## config.mk

```make
export PLATFORM = sky130hd
export DESIGN_NAME = nand_ram16_flat
export DESIGN_NICKNAME = d
export VERILOG_FILES = /design/src/rtl/nand_ram16_pkg.sv /design/src/rtl/nand_ram16_if.sv /design/src/rtl/nand_ram16_reg16.sv /design/src/rtl/nand_ram16.sv /design/src/flat_wrapper.sv
export SDC_FILE = /design/constraint.sdc
export NUM_CORES = 1
export LEC_CHECK = 0
export ABC_AREA = 0
export CORE_ASPECT_RATIO = 0.6
export CORE_UTILIZATION = 55
export DETAILED_ROUTE_END_ITERATION = 8
export GPL_TIMING_DRIVEN = 0
export PLACE_DENSITY = 0.7
export SETUP_SLACK_MARGIN = 0.4
export SYNTH_ARGS = -nofsm -noshare
export SYNTH_HDL_FRONTEND = slang
export SYNTH_SLANG_ARGS = --single-unit
```

## constraint.sdc

```tcl
create_clock -name clk -period 2.46 [get_ports clk]
set_input_delay 0.369 -clock clk [delete_from_list [all_inputs] [get_ports clk]]
set_output_delay 0.369 -clock clk [all_outputs]
set_load 0.05 [all_outputs]
```

## src/rtl/nand_ram16_pkg.sv

```systemverilog
// rtl/nand_ram16_pkg.sv - shared widths, types and decode helper for nand_ram16
// Purpose: word/address widths and types used by the RAM, its bus interface
//          and the per-word register.
// Contents: WORD_W, ADDR_W, DEPTH, word_t, addr_t, decode_onehot().
package nand_ram16_pkg;

  localparam int WORD_W = 16;
  localparam int ADDR_W = 4;
  localparam int DEPTH  = 1 << ADDR_W;

  typedef logic [WORD_W-1:0] word_t;
  typedef logic [ADDR_W-1:0] addr_t;

  // 4-to-16 one-hot decode; every address maps to exactly one word.
  function automatic logic [DEPTH-1:0] decode_onehot(input addr_t a);
    logic [DEPTH-1:0] sel;
    sel    = '0;
    sel[a] = 1'b1;
    return sel;
  endfunction

endpackage

```

## src/rtl/nand_ram16_if.sv

```systemverilog
// rtl/nand_ram16_if.sv - CPU-side address/data bus of nand_ram16
// Purpose: groups the RAM access signals.
// Signals: d_in    write data
//          address word select for read and write
//          rw      1 = write d_in at next rising edge, 0 = read only
//          d_out   combinational read data, mem[address]
// Modports: master (CPU side), slave (RAM side).
interface nand_ram16_if;
  import nand_ram16_pkg::*;

  word_t d_in;
  addr_t address;
  logic  rw;
  word_t d_out;

  modport master (
    output d_in,
    output address,
    output rw,
    input  d_out
  );

  modport slave (
    input  d_in,
    input  address,
    input  rw,
    output d_out
  );

endinterface

```

## src/rtl/nand_ram16_reg16.sv

```systemverilog
// rtl/nand_ram16_reg16.sv - 16-bit register with synchronous reset and load enable
// Purpose: storage for one RAM word.
// Ports: clk   rising-edge clock
//        reset synchronous active-high clear (wins over load)
//        load  capture d on the next rising edge
//        d     data in
//        q     stored word
module nand_ram16_reg16
  import nand_ram16_pkg::*;
(
  input  logic  clk,
  input  logic  reset,
  input  logic  load,
  input  word_t d,
  output word_t q
);

  always_ff @(posedge clk) begin
    if (reset) begin
      q <= '0;
    end else if (load) begin
      q <= d;
    end
  end

endmodule

```

## src/rtl/nand_ram16.sv

```systemverilog
// rtl/nand_ram16.sv - 16 x 16-bit RAM, synchronous write, combinational read
// Purpose: data store for the CPU datapath.
// Ports: clk   rising-edge clock
//        reset synchronous active-high, clears all 16 words
//        bus   nand_ram16_if.slave (d_in, address, rw, d_out)
module nand_ram16
  import nand_ram16_pkg::*;
(
  input logic         clk,
  input logic         reset,
  nand_ram16_if.slave bus
);

  logic [DEPTH-1:0] load;
  word_t            words [DEPTH];

  // Only the addressed word is enabled, and only when rw requests a write.
  assign load = bus.rw ? decode_onehot(bus.address) : '0;

  for (genvar i = 0; i < DEPTH; i++) begin : g_word
    nand_ram16_reg16 u_word (
      .clk   (clk),
      .reset (reset),
      .load  (load[i]),
      .d     (bus.d_in),
      .q     (words[i])
    );
  end

  // Unclocked read: d_out follows address within the same cycle and shows
  // the old word until the write edge.
  assign bus.d_out = words[bus.address];

endmodule

```

## src/flat_wrapper.sv

```systemverilog
// flat-port wrapper written by rule: the top's interface ports become plain ports
module nand_ram16_flat import nand_ram16_pkg::*;
  (clk, reset, bus_d_in, bus_address, bus_rw, bus_d_out);
  nand_ram16_if bus_i ();
  input logic clk;
  input logic reset;
  input wire logic [$bits(bus_i.d_in)-1:0] bus_d_in;
  input wire logic [$bits(bus_i.address)-1:0] bus_address;
  input wire logic [$bits(bus_i.rw)-1:0] bus_rw;
  output wire logic [$bits(bus_i.d_out)-1:0] bus_d_out;
  assign bus_i.d_in = bus_d_in;
  assign bus_i.address = bus_address;
  assign bus_i.rw = bus_rw;
  assign bus_d_out = bus_i.d_out;
  nand_ram16 u_core (.clk(clk), .reset(reset), .bus(bus_i));
endmodule
```

==> impl_results.md, run 1 <==
* Startpoint Class: flop
* Ports at 39
* Post-Syn Area at 11800 sq um
* CTS H-tree lvls at 1
* Post-route ant nets at 0
* CTS clk-pin slew, worst paths at 70 ps
* HP Class: in -> reg
* CP top delay family: multiplexers
* RD Place Congestion at 1.01
* CP Max Fanout at 2
* Syn Nets at 1386
* Status: complete, no violations
* Final Non-Filler Cells at 1709
* Crit path buffers/inverters at 1
* Post-synth ARST share at 0%
* Slew margin rel. at 32.4%
* Fillcell total at 1755
* Minimum clock period at 2350 ps
* Least-Margin Pin Slew at 1010 ps
* Clk sinks at 256
* Worst reg2reg path depth at 2
* DIE AREA at 22000 sq um
* Reg2Reg Setup Slack at 1660 ps
* Number of global-route vias before repair at 10.6k
* Count of different cell masters after synthesis at 22
* Number of flip-flops in the largest register at 256
* Initial Util at 56.2%
* Placed Cells at 1662
* DRT iter0 DRCs at 2094
* Leak Pwr at 0.00438 uW
* Post-layout util at 65.2%
* Top reg by flops: u_core.g_word.u_word.q
* Largest net degree at the start of global routing at 15
* Routed len/inst at 27.2 microns
* Total Routing Usage GR at 42.0%
* RSZ-0062 raised after global routing: true
* CTS Buffer Depth at 3
* Mapped Cells at 1363
* Avg Vias per Cell at 7.00
* DRC at 0
* CTS tree: yes
* Min setup slack post-route at 107 ps
* CTS root buf: clkbuf_16
* CP startpoint: u_core.g_word[10].u_word.q[7]$_SDFFE_PP0P_
* YS warnings at 0
* Cts bufs inserted at 24
* Number of synthesized flops with an enable pin at 0
* CP required at 2090 ps
* Number of I/O port buffers at 20
* Net count, final at 1436
* Gr ovfl total at 0
* Top cells by area, synth: dfxtp_1 43%, mux4_2 12%, nand3_1 11%
* Clock skew at 0 ps
* CP cell instances: mux4_2, a22oi_2, nand2_2, buf_6
* Area growth from synthesis to layout at 16.1%
* Core Region at 21000 sq um
* Clock latency on the worst-skew pair at 530 ps
* VDD IR max at 0.614 mV
* PD cells at 678 nW/um^2
* Via count at 12.0k
* Yosys reg bits at 256
* Arrival time at the worst endpoint at 1980 ps
* Crit path kind: reg -> out
* N_diodes at 0
* Top-count cell post-synth: nand3_1
* Syn Area/Cell at 8.65 sq um
* Maxcap violations at 0
* Slowest-stage cell, CP: mux4_2
* Worst r2r src: u_core.g_word[13].u_word.q[2]$_SDFFE_PP0P_
* Num rows at 41
* Final setup viols at 0
* Fmax at 425 MHz
* Die width at 191 microns
* Design Power at 9280 uW
* Top-area cell type share of the netlist area at 43.5%
* Hold_buf cts at 0
* Global-route wire length before repair at 67.8 mm
* Final Hold Fails at 0
* Hpwl dp at 33.5 mm
* Final wirelength at 46.4 mm
* R2R Path End: u_core.g_word[13].u_word.q[2]$_SDFFE_PP0P_
* Pre-antenna DRT Iters at 8
* Placement Setup Slack at -1270 ps
* Layout cell share with drive strength beyond 1 at 17.6%
* Final cycle utilization of the critical path at 95.7%
* Post-synth top area cell: dfxtp_1
* Top flop regs: u_core.g_word.u_word.q (256)
* Top post-synthesis cells by count: 257 x nand3_1, 256 x a21oi_1, 256 x dfxtp_1, 256 x o21ai_0, 124 x clkbuf_1
* Die Span Y at 115 microns
* Main synth FF type: dfxtp_1
* Seq/Total Area, Yosys at 43.5%
* Setup crit end kind: output port
* CP Capture Point: bus_d_out[7]
* Fin. max-slew vios at 0
* Crit-path max cell delay at 550 ps
* WP depth at 4
* Initial antenna violation count at 0
[worst min-delay path by stage]
stage | startpoint | to | slack [ps] | depth (start not counted)
4_1_cts | bus_d_in[15] | u_core.g_word[10].u_word.q[15]$_SDFFE_PP0P_ | 220 | 3
2_1_floorplan | u_core.g_word[10].u_word.q[0]$_SDFFE_PP0P_ | u_core.g_word[10].u_word.q[0]$_SDFFE_PP0P_ | 450 | 2
5_1_grt | bus_d_in[15] | u_core.g_word[7].u_word.q[15]$_SDFFE_PP0P_ | 260 | 3
6_report | bus_d_in[15] | u_core.g_word[10].u_word.q[15]$_SDFFE_PP0P_ | 230 | 3
3_3_place_gp | u_core.g_word[3].u_word.q[6]$_SDFFE_PP0P_ | u_core.g_word[3].u_word.q[6]$_SDFFE_PP0P_ | 460 | 2
3_5_place_dp | u_core.g_word[3].u_word.q[6]$_SDFFE_PP0P_ | u_core.g_word[3].u_word.q[6]$_SDFFE_PP0P_ | 460 | 2
[through the flow]
stage          area, sq um  setup TNS (ps)  hold slack [ps]
5_1_grt              13700               0              257
3_3_place_gp         12400          -21500              458
3_5_place_dp         12400          -22190              465
6_report             13700               0              227
4_1_cts              13600               0              222
2_1_floorplan        11900               0              451
[cell usage in the layout (no fill, tap or decap), types with 3 or more instances in the layout]
master,Yosys,final
nand3_1,257,257
o21ai_0,256,256
a21oi_1,256,256
dfxtp_1,256,251
clkbuf_1,124,117
mux4_2,64,64
buf_2,53,40
clkbuf_16,0,30
buf_6,4,25
a22oi_2,0,24
nand2_2,0,14
clkbuf_8,0,12
clkbuf_2,0,8
a22oi_1,32,8
buf_1,10,8
buf_4,4,6
buf_12,0,5
nor2b_1,5,5
dfxtp_2,0,5
and3b_1,4,4
nand3b_1,4,4
buf_8,0,3
and2_1,3,3
or3b_2,3,3
nand2b_1,3,3
[area by class of cell]
class | count | area (sq um) | share of cell area [%]
Clock buffer | 39 | 778 | 5.69
Timing Repair Buffer | 24 | 299 | 2.19
Sequential cell | 256 | 5130 | 37.5
Clock inverter | 4 | 70.1 | 0.512
Tap cell | 279 | 349 | 2.55
Multi-Input combinational cell | 912 | 6000 | 43.8
Buffer | 195 | 1050 | 7.71
[routing by layer]
layer / GRT usage [%] / vias up / share of wire (%)
li1: - / 5090 / -
met2: 53.7 / 943 / 37
met1: 62.6 / 5770 / 42
met4: 13.4 / 2 / 3.8
met3: 17.1 / 159 / 17
met5: 2.78 / - / 0.19
[cells by family (layout without fill, tap and decap cells)]
kind of cell	Yosys count	count (layout)	synth area share, %
buf+inv	195	262	7.16
simple gates	304	304	13.3
mux	64	64	12.2
compound gates	544	544	23.8
flops	256	256	43.5
[report_power, final]
group / internal, uW / switching, uW / leakage (uW)
Combinational: 263 / 725 / 0.00189
Sequential: 4200 / 29.4 / 0.00207
Clock: 2360 / 1700 / 0.000421
Total: 6820 / 2450 / 0.00438
[tightest hold or removal path, cell delays in order]
cell      delay (ps)
clkbuf_1         180
nand3_1          110
a21oi_1           60
[timing repair]
action	in CTS	in global routing
cloned	0	3
hold endpoints to repair	0	0
endpoints found under the setup margin	26	73
buffers inserted	1	0
gates resized for setup	194	16
pin swaps	21	3
(Power assumes the default switching activity.)
==> run 2, diff against run 1 <==
--- a/config.mk
+++ b/config.mk
@@ -7,10 +7,11 @@
 export LEC_CHECK = 0
 export ABC_AREA = 0
 export CORE_ASPECT_RATIO = 0.6
-export CORE_UTILIZATION = 55
+export CORE_UTILIZATION = 45
+export CTS_CLUSTER_DIAMETER = 30
 export DETAILED_ROUTE_END_ITERATION = 8
 export GPL_TIMING_DRIVEN = 0
-export PLACE_DENSITY = 0.7
+export PLACE_DENSITY = 0.59
 export SETUP_SLACK_MARGIN = 0.4
 export SYNTH_ARGS = -nofsm -noshare
 export SYNTH_HDL_FRONTEND = slang
==> run 2 against run 1 <==
  * Wire length rose by 7.1%
  * Die area up 22%
  * Design area rose by 5.5%
  * Total power rose by 24%
  * Worst setup slack worse by 29 ps
  * Highest routed layer is now met4
  * Largest power group is now clock
  * Clock power is 54% higher
==> impl_results.md, run 2 (synthesis results as in run 1) <==
* Gr ovfl total at 0 (unchanged)
* Slew margin rel. at 27.4% (-5.1 points)
* Final cycle utilization of the critical path at 96.8% (+1.2 points)
* Least-Margin Pin Slew at 1090 ps (+75.9 ps)
* CTS root buf: clkbuf_16
* Min setup slack post-route at 78.2 ps (-28.8 ps)
* Initial Util at 46.2% (-10 points)
* Largest net degree at the start of global routing at 12 (-3)
* Fmax at 420 MHz (-1.2%)
* Arrival time at the worst endpoint at 2010 ps (+30 ps)
* CTS tree: yes
* Routed len/inst at 27.3 microns (+0.64%)
* R2R Path End: u_core.g_word[14].u_word.q[2]$_SDFFE_PP0P_
* Most frequent cells in the layout: 257 x nand3_1, 256 x o21ai_0, 256 x a21oi_1
* Fillcell total at 2333 (+33%)
* Area occupied by multi-input gates at 5990 sq um (-0.10%)
* Cts bufs inserted at 43 (+79%)
* Placement Setup Slack at -1390 ps (-118 ps)
* Hold_ws at 244 ps (+16.7 ps)
* Crit path kind: reg -> out
* Status: complete, no violations
* DIE AREA at 26900 sq um (+22%)
* Final wirelength at 49.7 mm (+7.1%)
* DRT iter0 DRCs at 1769 (-16%)
* Maxcap violations at 0 (unchanged)
* RD Place Congestion at 0.989 (-2.2%)
* Global-route wire length before repair at 72.1 mm (+6.3%)
* Net count, final at 1455 (+1.3%)
* Hpwl dp at 35.7 mm (+6.5%)
* Via count at 12.1k (+1.5%)
* CTS clk-pin slew, worst paths at 50 ps (-20 ps)
* Reg area at 5130 sq um (about the same)
* DRC at 0 (unchanged)
* Worst Min Path Start: bus_d_in[15]
* Commonest non-fill, non-tap cell in the layout: nand3_1
* Clock skew at 0 ps (unchanged)
* Number of I/O port buffers at 20 (unchanged)
* WHS Path Cells at 3 (unchanged)
* Gate power share at 8.8% (-1.9 points)
* Number of global-route vias before repair at 10.7k (+1.2%)
* CP Max Fanout at 2 (unchanged)
* RSZ-0062 raised after global routing: true
* Avg Vias per Cell at 6.68 (-4.6%)
* Pre-antenna DRT Iters at 5 (-3)
* CP required at 2090 ps (about the same)
* Layout cell share with drive strength beyond 1 at 19.6% (+2.0 points)
* Switching part of the total at 26.4% (about the same)
* Top flop regs: u_core.g_word.u_word.q (256)
* Hold Path End: u_core.g_word[7].u_word.q[15]$_SDFFE_PP0P_
* Die Span Y at 127 microns (+10%)
* Minimum clock period at 2380 ps (+28.8 ps)
* Leak Pwr at 0.00468 uW (+7.0%)
* Number of flip-flops in the largest register at 256 (unchanged)
* Ports at 39 (unchanged)
* Int Power at 8470 uW (+24%)
* Die width at 211 microns (+10%)
* CTS Buffer Depth at 3 (unchanged)
* Initial antenna violation count at 1 (+1)
* Startpoint Class: flop
* Clk sinks at 256 (unchanged)
* Area growth from synthesis to layout at 22.4%
* HP Class: in -> reg
* Core Region at 25500 sq um (+22%)
* Fin. max-slew vios at 0 (unchanged)
* CTS H-tree lvls at 2 (+1)
* Num rows at 45 (+9.8%)
* Final Hold Fails at 0 (unchanged)
* Clock power share at 54.5% (+11 points)
* PD cells at 798 nW/um^2 (+18%)
* Final setup viols at 0 (unchanged)
* Setup crit end kind: output port
* Worst r2r src: u_core.g_word[14].u_word.q[2]$_SDFFE_PP0P_
* Net Switching at 3040 uW (+24%)
* Top reg by flops: u_core.g_word.u_word.q
* Reg2Reg Setup Slack at 1690 ps (+30 ps)
* Worst reg2reg path depth at 2 (unchanged)
* VDD IR max at 0.544 mV (-11%)
* Clock latency on the worst-skew pair at 550 ps (+20 ps)
* Reg power frac at 36.8% (-8.7 points)
* Total Routing Usage GR at 37.1% (-5.0 points)
* Post-route ant nets at 0 (unchanged)
## run 2: cell types whose count changed in the layout (fill, tap and decap cells not counted), moves of 3 or more
| cell | change |
|---|---|
| clkinv_4 | +3 |
| inv_6 | +3 |
| clkinvlp_4 | +6 |
| clkbuf_16 | +19 |
| clkinv_2 | +5 |
| clkbuf_1 | -3 |
## run 2: layer usage
layer | share of wire [%] | up-vias | GRT usage, %
li1 | - | 5158 | -
met1 | 44 | 5957 | 57.8
met2 | 37 | 914 | 45.8
met3 | 16 | 120 | 13.0
met4 | 3.1 | 0 | 12.1
met5 | 0 | - | 0
## run 2: timing repair
| action | 4_1_cts | 5_1_grt |
|---|---|---|
| gates cloned | 1 | 2 |
| pin swaps | 23 | 4 |
| hold buffers | 0 | 0 |
| hold endpoints to repair | 0 | 0 |
| setup buffers | 1 | 0 |
| resized for setup | 192 | 20 |
| endpoints found under the setup margin | 36 | 62 |
## run 2: power groups by stage
stage / Combinational [uW] / Clock (uW) / Sequential (uW)
2_1_floorplan: 541 / 0 / 4300
3_3_place_gp: 885 / 0 / 4320
3_5_place_dp: 889 / 0 / 4320
4_1_cts: 945 / 6260 / 4230
5_1_grt: 1040 / 6470 / 4230
6_report: 1010 / 6270 / 4230
## run 2: metrics by stage
| stage | cells | setup TNS [ps] | power [uW] | util (%) | cell area (sq um) |
|---|---|---|---|---|---|
| 5_1_grt | 1817 | 0 | 11700 | 56.6 | 14400 |
| 4_1_cts | 1815 | 0 | 11400 | 56.2 | 14300 |
| 6_report | 1819 | 0 | 11500 | 56.6 | 14400 |
| 3_3_place_gp | 1735 | -25590 | 5200 | 49.1 | 12500 |
| 2_1_floorplan | 1363 | 0 | 4850 | - | 11900 |
| 3_5_place_dp | 1735 | -27950 | 5210 | 49.1 | 12500 |
## run 2: final cells by class
class / count / area share (%)
buffer: 195 / 7.34
clock inverter: 23 / 1.75
tap: 352 / 3.05
multi-input combinational: 912 / 41.5
timing repair buffer: 24 / 2.12
antenna: 2 / 0.0347
sequential: 256 / 35.5
clock buffer: 55 / 8.62
## run 2: how the worst max path moves through the flow
stage	start	to	depth (start not counted)
after floorplan	bus_address[0]	bus_d_out[10]	6
after global placement	bus_address[1]	bus_d_out[8]	7
after detailed placement	bus_address[1]	bus_d_out[8]	7
after CTS	u_core.g_word[8].u_word.q[5]$_SDFFE_PP0P_	bus_d_out[5]	4
after global routing	u_core.g_word[8].u_word.q[5]$_SDFFE_PP0P_	bus_d_out[5]	4
final	u_core.g_word[8].u_word.q[5]$_SDFFE_PP0P_	bus_d_out[5]	4
## run 2: worst max-delay path: stages (launching register included)
cell and delay [ps]:
dfxtp_1 320, mux4_2 580, a22oi_2 300, nand2_2 120, buf_6 160
==> run 3, diff against run 2 <==
--- a/config.mk
+++ b/config.mk
@@ -5,12 +5,13 @@
 export SDC_FILE = /design/constraint.sdc
 export NUM_CORES = 1
 export LEC_CHECK = 0
-export ABC_AREA = 0
 export CORE_ASPECT_RATIO = 0.6
 export CORE_UTILIZATION = 45
+export CTS_BUF_LIST = sky130_fd_sc_hd__clkbuf_16
 export CTS_CLUSTER_DIAMETER = 30
 export DETAILED_ROUTE_END_ITERATION = 8
 export GPL_TIMING_DRIVEN = 0
+export HOLD_SLACK_MARGIN = 0.02
 export PLACE_DENSITY = 0.59
 export SETUP_SLACK_MARGIN = 0.4
 export SYNTH_ARGS = -nofsm -noshare
==> run 3 against run 2 <==
  * Sequential share of layout area up 0.21 points
  * Sequential power about the same
  * Combinational power barely moved
  * Largest cell class unchanged
  * Sequential cell count unchanged
  * Design area fell by 0.58%
  * Clock-buffer cell count decreased by 10
  * Highest routed layer is now met5
  * Total power shrank 2.3%
  * Register-to-register slack about the same
  * Worst hold slack better by 7.2 ps
==> impl_results.md, run 3 (synthesis results as in run 1) <==
* Clock skew at 0 ps (unchanged)
* Slew margin rel. at 30.0% (+2.6 points)
* Ports at 39 (unchanged)
* HP Class: in -> reg
* Die Span Y at 127 microns (unchanged)
* Placement Setup Slack at -1390 ps (unchanged)
* Initial antenna violation count at 1 (unchanged)
* Maxcap violations at 0 (unchanged)
* Worst r2r src: u_core.g_word[14].u_word.q[2]$_SDFFE_PP0P_
* Int Power at 8210 uW (-3.1%)
* Final Hold Fails at 0 (unchanged)
* Fin. max-slew vios at 0 (unchanged)
* PD cells at 784 nW/um^2 (-1.8%)
* Commonest non-fill, non-tap cell in the layout: nand3_1
* CP Max Fanout at 2 (unchanged)
* Number of global-route vias before repair at 10.7k (-0.19%)
* Arrival time at the worst endpoint at 2030 ps (+20 ps)
* Post-route ant nets at 0 (unchanged)
* Number of I/O port buffers at 20 (unchanged)
* Global-route wire length before repair at 72.0 mm (about the same)
* Fillcell total at 2339 (+0.26%)
* CTS Buffer Depth at 3 (unchanged)
* Slowest-stage cell, CP: mux4_2
* Area growth from synthesis to layout at 21.7%
* Routed len/inst at 27.4 microns (+0.34%)
* Largest net degree at the start of global routing at 12 (unchanged)
* Layout cell share with drive strength beyond 1 at 19.0% (-0.55 points)
* Least-Margin Pin Slew at 1050 ps (-38.7 ps)
* Crit path kind: reg -> out
* Placed Cells at 1735 (unchanged)
* Clock latency on the worst-skew pair at 550 ps (about the same)
* Net count, final at 1455 (unchanged)
* DRT iter0 DRCs at 1879 (+6.2%)
* Worst Min Path Start: bus_d_in[15]
* RD Place Congestion at 0.989 (unchanged)
* CTS clk-pin slew, worst paths at 50 ps (about the same)
* Cts bufs inserted at 43 (unchanged)
* Clock power share at 53.4% (-1.1 points)
* Fmax at 417 MHz (-0.70%)
* CP cell instances: mux4_2, a22oi_2, nand2_2, buf_6
* DIE AREA at 26900 sq um (unchanged)
* Min setup slack post-route at 61.5 ps (-16.7 ps)
* Via count at 12.1k (-0.48%)
* Reg power frac at 37.7% (+0.9 points)
* Startpoint Class: flop
* Switching part of the total at 27.0% (+0.55 points)
* Core Region at 25500 sq um (unchanged)
* Setup crit end kind: output port
* Top reg by flops: u_core.g_word.u_word.q
* Crit-path max cell delay at 560 ps (-20 ps)
* Die width at 211 microns (unchanged)
* Num rows at 45 (unchanged)
* CTS H-tree lvls at 2 (unchanged)
* Most frequent cells in the layout: 257 x nand3_1, 256 x o21ai_0, 256 x a21oi_1
* Final setup viols at 0 (unchanged)
* VDD IR max at 0.534 mV (-1.9%)
* CTS tree: yes
* CP required at 2090 ps (about the same)
* Post-layout util at 56.2% (-0.33 points)
* Hold_buf cts at 0 (unchanged)
* Total Routing Usage GR at 37.1% (about the same)
* CTS root buf: clkbuf_16
* Pre-antenna DRT Iters at 6 (+1)
* Hpwl dp at 35.7 mm (unchanged)
* Final cycle utilization of the critical path at 97.5% (+0.68 points)
* Final wirelength at 49.9 mm (+0.34%)
* Avg Vias per Cell at 6.65 (-0.48%)
* RSZ-0062 raised after global routing: true
* Initial Util at 46.2% (unchanged)
* Gr ovfl total at 0 (unchanged)
* DRC at 0 (unchanged)
* Minimum clock period at 2400 ps (+16.7 ps)
* Clk sinks at 256 (unchanged)
* Net Switching at 3030 uW (-0.30%)
* Number of flip-flops in the largest register at 256 (unchanged)
* Final Non-Filler Cells at 1819 (unchanged)
* Status: complete, no violations
* CP startpoint: u_core.g_word[9].u_word.q[8]$_SDFFE_PP0P_
* Top flop regs: u_core.g_word.u_word.q (256)
* Leak Pwr at 0.00465 uW (-0.81%)
* Gate power share at 9.0% (+0.2 points)
-- run 3: final timing paths --
kind / to / slack [ps] / cells after the start
worst min-delay path: u_core.g_word[7].u_word.q[15]$_SDFFE_PP0P_ / 250 / 3
worst min register to register: u_core.g_word[10].u_word.q[5]$_SDFFE_PP0P_ / 470 / 2
worst max register to register: u_core.g_word[14].u_word.q[2]$_SDFFE_PP0P_ / 1680 / 2
worst max-delay path: bus_d_out[8] / 60 / 4
-- run 3: final cells by class --
type / count / area [sq um] / area share (%)
flip-flops and latches: 256 / 5130 / 35.8
diodes: 2 / 5.00 / 0.0349
repair buffers: 24 / 305 / 2.13
clock buffers: 45 / 1130 / 7.85
well taps: 352 / 440 / 3.07
clock inverters: 33 / 290 / 2.02
plain buffers: 195 / 1060 / 7.36
multi-input cells: 912 / 5990 / 41.8
-- run 3: what timing repair did --
action	in CTS	in global routing
endpoints found under the setup margin	38	62
setup buffers	1	0
resized for setup	192	19
pin swaps	23	4
cloned	1	2
-- run 3: power by group through the flow --
| stage | Sequential, uW | Combinational, uW | Clock [uW] |
|---|---|---|---|
| 3_5_place_dp | 4320 | 889 | 0 |
| 3_3_place_gp | 4320 | 885 | 0 |
| 4_1_cts | 4230 | 944 | 5990 |
| 5_1_grt | 4230 | 1040 | 6190 |
| 6_report | 4230 | 1010 | 6000 |
| 2_1_floorplan | 4300 | 541 | 0 |
-- run 3: critical path, delay by kind of cell (launching register included) --
family	cells	cell delay (ps)
compound gates	1	340
flops	1	330
buf+inv	1	160
mux	1	560
simple gates	1	110
-- run 3: metal layers --
metal / track usage (%) / share of wire, %
met4: 11.7 / 3.0
met3: 13.2 / 16
met2: 45.6 / 37
met5: 0 / 0.27
met1: 57.9 / 44
-- run 3: stage by stage --
step | TNS [ps] | total power, uW | hold slack, ps | instance area (sq um)
floorplan | 0 | 4850 | 451 | 11900
detailed placement | -27950 | 5210 | 465 | 12500
global route | 0 | 11500 | 242 | 14300
finish | 0 | 11200 | 251 | 14300
global placement | -25590 | 5200 | 459 | 12500
CTS | 0 | 11200 | 218 | 14300
